<file path="config.mk">
export PLATFORM = sky130hd
export DESIGN_NAME = load_result_queue
export DESIGN_NICKNAME = d
export VERILOG_FILES = /design/src/rtl/load_result_queue.sv
export SDC_FILE = /design/constraint.sdc
export NUM_CORES = 1
export LEC_CHECK = 0
export BUFFER_PORTS_ARGS = -buffer_cell sky130_fd_sc_hd__buf_4
export CAP_MARGIN = 25
export CORE_MARGIN = 2
export CORE_UTILIZATION = 35
export CTS_CLUSTER_DIAMETER = 200
export CTS_CLUSTER_SIZE = 10
export DETAILED_ROUTE_END_ITERATION = 7
export GPL_TIMING_DRIVEN = 0
export PLACE_DENSITY = 0.63
export SLEW_MARGIN = 20
export SYNTH_ARGS = -nofsm -noshare
export SYNTH_HDL_FRONTEND = slang
export SYNTH_SLANG_ARGS = --single-unit
</file>
<file path="constraint.sdc">
create_clock -name clk -period 5.4 [get_ports clk]
set_input_delay 0.27 -clock clk [delete_from_list [all_inputs] [get_ports clk]]
set_output_delay 0.27 -clock clk [all_outputs]
set_load 0.01 [all_outputs]
</file>
<file path="src/rtl/load_result_queue.sv">
// In-order MEM/WB load-result queue. Memory beats arrive in request order and are matched to
// queued loads. The queue forms the writeback value (align/extend, LWL/LWR, LL/SC) and retires one op per cycle.
module load_result_queue #(
  parameter int LANES   = 2,
  parameter int DEPTH   = 4,
  parameter bit LWLR_EN = 1'b1,
  parameter bit LLSC_EN = 1'b1
) (
  input  logic                clk,
  input  logic                rst,
  input  logic                flush,
  input  logic                llbit_clear,
  input  logic [LANES-1:0]    req_valid,
  output logic                req_ready,
  input  logic [LANES*4-1:0]  req_op,
  input  logic [LANES*2-1:0]  req_offset,
  input  logic [LANES*32-1:0] req_reg2,
  input  logic [LANES*5-1:0]  req_rd,
  input  logic                rsp_valid,
  input  logic [31:0]         rsp_rddata,
  output logic                out_valid,
  input  logic                out_ready,
  output logic [4:0]          out_rd,
  output logic [31:0]         out_wdata,
  output logic                rsp_err
);
  localparam int PW = $clog2(DEPTH);
  localparam int CW = PW + 1;

  localparam logic [3:0] OP_LW  = 4'd0;
  localparam logic [3:0] OP_LB  = 4'd1;
  localparam logic [3:0] OP_LBU = 4'd2;
  localparam logic [3:0] OP_LH  = 4'd3;
  localparam logic [3:0] OP_LHU = 4'd4;
  localparam logic [3:0] OP_LWL = 4'd5;
  localparam logic [3:0] OP_LWR = 4'd6;
  localparam logic [3:0] OP_LL  = 4'd7;
  localparam logic [3:0] OP_SC  = 4'd8;

  logic [3:0]  lane_op   [LANES];
  logic [1:0]  lane_off  [LANES];
  logic [31:0] lane_reg2 [LANES];
  logic [4:0]  lane_rd   [LANES];

  genvar gi;
  generate
    for (gi = 0; gi < LANES; gi++) begin : g_lane
      assign lane_op[gi]   = req_op[gi*4 +: 4];
      assign lane_off[gi]  = req_offset[gi*2 +: 2];
      assign lane_reg2[gi] = req_reg2[gi*32 +: 32];
      assign lane_rd[gi]   = req_rd[gi*5 +: 5];
    end
  endgenerate

  logic [DEPTH-1:0] ent_valid_reg;
  logic [DEPTH-1:0] ent_has_reg;
  logic [3:0]       ent_op_reg   [DEPTH];
  logic [1:0]       ent_off_reg  [DEPTH];
  logic [31:0]      ent_reg2_reg [DEPTH];
  logic [4:0]       ent_rd_reg   [DEPTH];
  logic [31:0]      ent_data_reg [DEPTH];

  logic [PW-1:0] rd_ptr_reg, wr_ptr_reg;
  logic [CW-1:0] count_reg, drop_cnt_reg;
  logic          link_reg, out_valid_reg, rsp_err_reg;
  logic [4:0]    out_rd_reg;
  logic [31:0]   out_wdata_reg;

  function automatic logic [31:0] byte_mask(input logic [3:0] be);
    logic [31:0] m;
    for (int b = 0; b < 4; b++) m[b*8 +: 8] = {8{be[b]}};
    return m;
  endfunction

  function automatic logic [31:0] form_result(input logic [3:0] op, input logic [1:0] off,
                                              input logic [31:0] reg2, input logic [31:0] data,
                                              input logic link);
    logic [31:0] a, m, mask;
    a = data >> {off, 3'b000};
    m = '0;
    mask = '0;
    case (op)
      OP_LW, OP_LL: form_result = a;
      OP_LB:        form_result = {{24{a[7]}}, a[7:0]};
      OP_LBU:       form_result = {24'b0, a[7:0]};
      OP_LH:        form_result = {{16{a[15]}}, a[15:0]};
      OP_LHU:       form_result = {16'b0, a[15:0]};
      OP_LWL: begin
        m = data << {2'd3 - off, 3'b000};
        mask = byte_mask(4'b1111 << (2'd3 - off));
        form_result = LWLR_EN ? ((reg2 & ~mask) | (m & mask)) : 32'h0;
      end
      OP_LWR: begin
        m = a;
        mask = byte_mask(4'b1111 >> off);
        form_result = LWLR_EN ? ((reg2 & ~mask) | (m & mask)) : 32'h0;
      end
      OP_SC:   form_result = LLSC_EN ? {31'b0, link} : 32'h1;
      default: form_result = reg2;
    endcase
  endfunction

  // Lane i lands after all lower-numbered valid lanes; invalid lanes take no slot.
  logic [CW-1:0] n_enq;
  logic [PW-1:0] lane_slot [LANES];
  always_comb begin
    n_enq = '0;
    for (int i = 0; i < LANES; i++) begin
      lane_slot[i] = wr_ptr_reg + n_enq[PW-1:0];
      n_enq = n_enq + CW'(req_valid[i]);
    end
  end

  // Oldest data-waiting entry receives the next beat; also count all such entries.
  logic          tgt_found;
  logic [PW-1:0] tgt_idx, scan_idx;
  logic [CW-1:0] unfilled;
  always_comb begin
    tgt_found = 1'b0;
    tgt_idx   = '0;
    scan_idx  = '0;
    unfilled  = '0;
    for (int k = 0; k < DEPTH; k++) begin
      scan_idx = rd_ptr_reg + PW'(k);
      if (ent_valid_reg[scan_idx] && !ent_op_reg[scan_idx][3] && !ent_has_reg[scan_idx]) begin
        if (!tgt_found) begin
          tgt_found = 1'b1;
          tgt_idx   = scan_idx;
        end
        unfilled = unfilled + CW'(1);
      end
    end
  end

  logic        drop_dec, rsp_match, rsp_orphan;
  logic        head_need, head_ready, load, enq_en;
  logic [3:0]  head_op;
  logic [31:0] head_result;
  logic [CW:0] drop_sum;

  assign drop_dec   = rsp_valid && (drop_cnt_reg != '0);
  assign rsp_match  = rsp_valid && (drop_cnt_reg == '0) && tgt_found;
  assign rsp_orphan = rsp_valid && (drop_cnt_reg == '0) && !tgt_found;

  assign head_op     = ent_op_reg[rd_ptr_reg];
  assign head_need   = !head_op[3];
  assign head_ready  = ent_valid_reg[rd_ptr_reg] && (!head_need || ent_has_reg[rd_ptr_reg]);
  assign load        = !flush && head_ready && (!out_valid_reg || out_ready);
  assign head_result = form_result(head_op, ent_off_reg[rd_ptr_reg], ent_reg2_reg[rd_ptr_reg],
                                   ent_data_reg[rd_ptr_reg], link_reg);

  assign req_ready = (count_reg <= CW'(DEPTH - LANES));
  assign enq_en    = req_ready && !flush;

  // Every flushed load still owes one beat; a beat matched this cycle has already been paid.
  assign drop_sum = {1'b0, drop_cnt_reg} - (CW+1)'(drop_dec) + {1'b0, unfilled}
                  - (CW+1)'(rsp_match);

  always_ff @(posedge clk) begin
    if (rst) begin
      rd_ptr_reg    <= '0;
      wr_ptr_reg    <= '0;
      count_reg     <= '0;
      drop_cnt_reg  <= '0;
      link_reg      <= 1'b0;
      out_valid_reg <= 1'b0;
      out_rd_reg    <= '0;
      out_wdata_reg <= '0;
      rsp_err_reg   <= 1'b0;
      ent_valid_reg <= '0;
      ent_has_reg   <= '0;
    end else begin
      if (rsp_orphan) rsp_err_reg <= 1'b1;

      if (llbit_clear) link_reg <= 1'b0;
      else if (load && LLSC_EN && head_op == OP_LL) link_reg <= 1'b1;
      else if (load && LLSC_EN && head_op == OP_SC) link_reg <= 1'b0;

      if (flush) begin
        rd_ptr_reg    <= '0;
        wr_ptr_reg    <= '0;
        count_reg     <= '0;
        ent_valid_reg <= '0;
        ent_has_reg   <= '0;
        out_valid_reg <= 1'b0;
        drop_cnt_reg  <= (drop_sum > (CW+1)'(DEPTH)) ? CW'(DEPTH) : drop_sum[CW-1:0];
      end else begin
        if (drop_dec) drop_cnt_reg <= drop_cnt_reg - CW'(1);
        if (rsp_match) begin
          ent_has_reg[tgt_idx]  <= 1'b1;
          ent_data_reg[tgt_idx] <= rsp_rddata;
        end
        if (load) begin
          out_valid_reg             <= 1'b1;
          out_rd_reg                <= ent_rd_reg[rd_ptr_reg];
          out_wdata_reg             <= head_result;
          ent_valid_reg[rd_ptr_reg] <= 1'b0;
          rd_ptr_reg                <= rd_ptr_reg + PW'(1);
        end else if (out_ready) begin
          out_valid_reg <= 1'b0;
        end
        if (enq_en) begin
          for (int i = 0; i < LANES; i++) begin
            if (req_valid[i]) begin
              ent_valid_reg[lane_slot[i]] <= 1'b1;
              ent_has_reg[lane_slot[i]]   <= 1'b0;
              ent_op_reg[lane_slot[i]]    <= lane_op[i];
              ent_off_reg[lane_slot[i]]   <= lane_off[i];
              ent_reg2_reg[lane_slot[i]]  <= lane_reg2[i];
              ent_rd_reg[lane_slot[i]]    <= lane_rd[i];
            end
          end
          wr_ptr_reg <= wr_ptr_reg + n_enq[PW-1:0];
        end
        count_reg <= count_reg + (enq_en ? n_enq : CW'(0)) - CW'(load);
      end
    end
  end

  assign out_valid = out_valid_reg;
  assign out_rd    = out_rd_reg;
  assign out_wdata = out_wdata_reg;
  assign rsp_err   = rsp_err_reg;
endmodule

</file>
==> summary.txt <==
Route
  • # DRC: 0
  • Drt via density: roughly 5.3
  • Routed wire length: just over 50000 µm
  • Initial drt markers: 888
  • Routed vias: 11531
  • Wire per inst: ~23 µm
  • DRT Pass-1 Iters: 5
  • Post-route ant nets: 0

Finish
  • Fill count: 4595
  • Storage cell area: around 10000 µm²
  • Share of cells above drive strength 1: 37.9%
  • Layout Cells excl Fill: 2168
  • Area Growth Syn to Fin: 22.3%
  • Nets@finish: 1614
  • Area used by multi-input combinational logic: approximately 7000 µm²

Synth
  • Yosys top cell area share: 50.5%
  • Synth top cells by count: edfxtp_1, mux2_2, mux4_2
  • Syn_area_per_cell: ~15 µm²
  • Count leader, synth: edfxtp_1
  • Leading area contributor after synthesis: edfxtp_1
  • Syn nets: roughly 1400
  • Ys flop type: edfxtp_1
  • Sequential share of the synthesized area: a little under three fifths
  • Library cells used by synthesis: 75
  • FFs w/ async S/R, synth: 0%
  • Synth Register Bits: between 300 and 400
  • Cell count after synthesis: 1208
  • Post-synth EDFFs: 300
  • Yosys warning count: 0
  • Cell Area, Synth: ~18000 µm²
  • Synth area leaders: edfxtp_1, mux2_2, mux4_2

Setup path
  • Critical Path RT: 5.88 ns
  • Setup crit start kind: flip-flop
  • Crit end category: flip-flop
  • Reg2Reg Setup Slack: about 0.46 ns
  • Critical path class: flip-flop to flip-flop
  • CP max FO: 11
  • R2R depth: 19
  • Critical Path AT: between 5 and 6 ns
  • RR Endpoint: drop_cnt_reg[2]$_SDFFE_PP0P_

Place
  • Hpwl dp: 37400 µm
  • Port bufs: ~160
  • RD Place Congestion: ~0.87
  • Dpl cells: 2059

Hold path
  • Hold Path Origin: req_reg2[12]
  • Min-delay worst type: primary input to flip-flop
  • Hold path depth: 2
  • Min-Delay Endpoint: ent_reg2_reg[2][12]$_DFFE_PP_

STA
  • Max Clock Skew: ~0.024 ns
  • Unrepaired setup endpoints after global routing: no
  • Final setup fails: 0
  • Slew Limit Fails: 0
  • Fin crit period: around 4.9 ns
  • Final hold vios: 0
  • Fmax: approximately 200 MHz
  • Part of the cycle the worst path needs: 91.5%
  • Worst Tran Pin Value: 0.828 ns
  • Slew HR: between 40% and 50%

Power and ir drop
  • Total power per unit cell area: approximately 300 nW/µm²
  • Clock power share: between 30% and 40%
  • VDD IR max: between 0.15 and 0.2 mV
  • Switching Fraction: 23.9%
  • Seq pwr share: between 40% and 50%
  • Total power: 6.41 mW
  • Combinational share of power: 11.9%
  • Int Pwr: about 4.9 mW
  • Net Switching: around 1.5 mW
  • Lkg Pwr: 7.45 nW

Clock network
  • H-tree Lvls: 2
  • Root buffer cell: clkbuf_16
  • Clk slew on worst S/H paths: approximately 0.06 ns
  • Number of clock sinks: 360
  • CTS tree: yes
  • Clock Latency Late Sink: approximately 0.58 ns
  • Clock Path Buffers: 3
  • Total clock buffers created by CTS: 41

Global route
  • Total global-route track usage: between 10% and 20%
  • Largest net degree at the start of global routing: 22
  • Vias in the first global route: ~12000
  • First-pass GRT wire length: approximately 76000 µm
  • GRT overflow: 0
  • Initial antenna violation count: 5

Run
  • MaxCap Viol Count: 0

Die
  • Initial Utilization: roughly 35%
  • Core area: ~50000 µm²
  • Die X: roughly 230 µm
  • Row cnt: 82
  • Die area: 52800 µm²
  • Io pins: around 170
  • DIE HEIGHT: between 200 and 250 µm

Run status
  • Status: completed
per-layer routing:
layer / vias to the layer above / routed length (µm) / track usage, %
met5: - / 58 / 0
met2: 327 / 23900 / 30.7
met3: 85 / 3050 / 4.33
met4: 8 / 1350 / 5.77
li1: 5283 / - / -
met1: 5828 / 21900 / 25.9
cells by family after synthesis:
family / after synthesis / synth area share [%]
DFF: 360 / 57.3
muxes: 296 / 23.6
and+or+nand+nor: 238 / 6.51
AOI/OAI and AO/OA: 165 / 7.03
buffers and inverters: 111 / 2.99
adders and majority gates: 25 / 1.92
xor gates and xnor gates: 13 / 0.639
how the worst max path moves through the flow:
stage	startpoint	end	slack, ns	depth (start not counted)
2_1_floorplan	rd_ptr_reg[1]$_SDFFE_PP0P_	drop_cnt_reg[2]$_SDFFE_PP0P_	0.56	22
3_3_place_gp	rst	ent_reg2_reg[1][2]$_DFFE_PP_	-2.84	5
3_5_place_dp	rd_ptr_reg[1]$_SDFFE_PP0P_	drop_cnt_reg[2]$_SDFFE_PP0P_	-0.47	22
4_1_cts	rd_ptr_reg[0]$_SDFFE_PP0P_	drop_cnt_reg[2]$_SDFFE_PP0P_	0.02	21
5_1_grt	rd_ptr_reg[1]$_SDFFE_PP0P_	drop_cnt_reg[2]$_SDFFE_PP0P_	0.04	21
6_report	flip-flop	drop_cnt_reg[2]$_SDFFE_PP0P_	0.46	19
metrics by stage:
step           hold slack, ns  TNS, ns  util [%]  area [µm²]  setup slack [ns]
2_1_floorplan           0.347        0         -       17800             0.558
3_3_place_gp            0.452  -513.14      39.6       19900             -2.84
6_report               0.0284        0      43.4       21800             0.458
5_1_grt                0.0113        0      43.4       21800            0.0398
3_5_place_dp            0.455   -0.976      40.3       20300            -0.472
4_1_cts               0.00245        0      43.3       21800            0.0161
layout by cell type, fill, tap and decap left out, types with 5 or more instances in the layout:
cell	count
a21oi_1	30
dlygate4sd3_1	33
nor2b_1	11
a211oi_1	6
ha_1	20
a22oi_1	17
a221o_1	6
o21ai_0	16
a311oi_1	9
nor3b_1	6
o21ai_1	10
o22ai_1	9
xnor2_1	9
buf_2	24
nor4_1	9
nand2_1	60
mux2i_1	23
nor3_1	20
a22o_1	7
dfxtp_1	59
buf_4	169
buf_8	5
clkbuf_1	68
and2_1	7
nand3b_1	7
inv_1	29
mux2_2	188
nor2_1	77
mux4_2	80
edfxtp_1	300
clkbuf_16	41
nand3_1	13
buf_6	13
o2111ai_1	12
power by group through the flow:
stage	combinational (mW)	clock (mW)	sequential [mW]
after floorplan	0.449	0	3.16
after global placement	0.696	0	3.17
after detailed placement	0.727	0	3.16
after CTS	0.752	2.59	3.10
after global routing	0.845	2.71	3.11
final	0.760	2.54	3.10
critical path, stage by stage (launching register included):
cell and delay [ns]:
dfxtp_1 0.32, buf_6 0.17, mux4_2 0.59, nor3b_1 0.56, inv_1 0.10, ha_2 0.26, nor3b_4 0.18, nand2b_1 0.17
fa_1 0.50, inv_1 0.05, fa_1 0.42, inv_1 0.06, ha_1 0.16, inv_1 0.06, fa_1 0.45, nand2_1 0.08
o21ai_0 0.09, a21oi_2 0.24, o22ai_1 0.12, a211oi_1 0.27
cell type report:
class                      instances  share of cell area, %
tap                              672                   3.86
inverter                          32                  0.557
clock inverter                     3                  0.172
buffer                            78                   1.91
multi-input combinational        737                   32.9
timing repair buffer             213                   8.53
sequential                       360                   46.8
clock buffer                      72                   5.24
antenna                            1                 0.0115
what timing repair did:
item | in CTS | in global routing
pin swaps | 0 | 0
hold buffers | 33 | 0
setup endpoints to repair | 3 | 3
gates resized for setup | 4 | 6
gates cloned | 0 | 0
hold endpoints to repair | 129 | 0
buffers inserted | 0 | 1
Power figures use the tool's default switching activity.
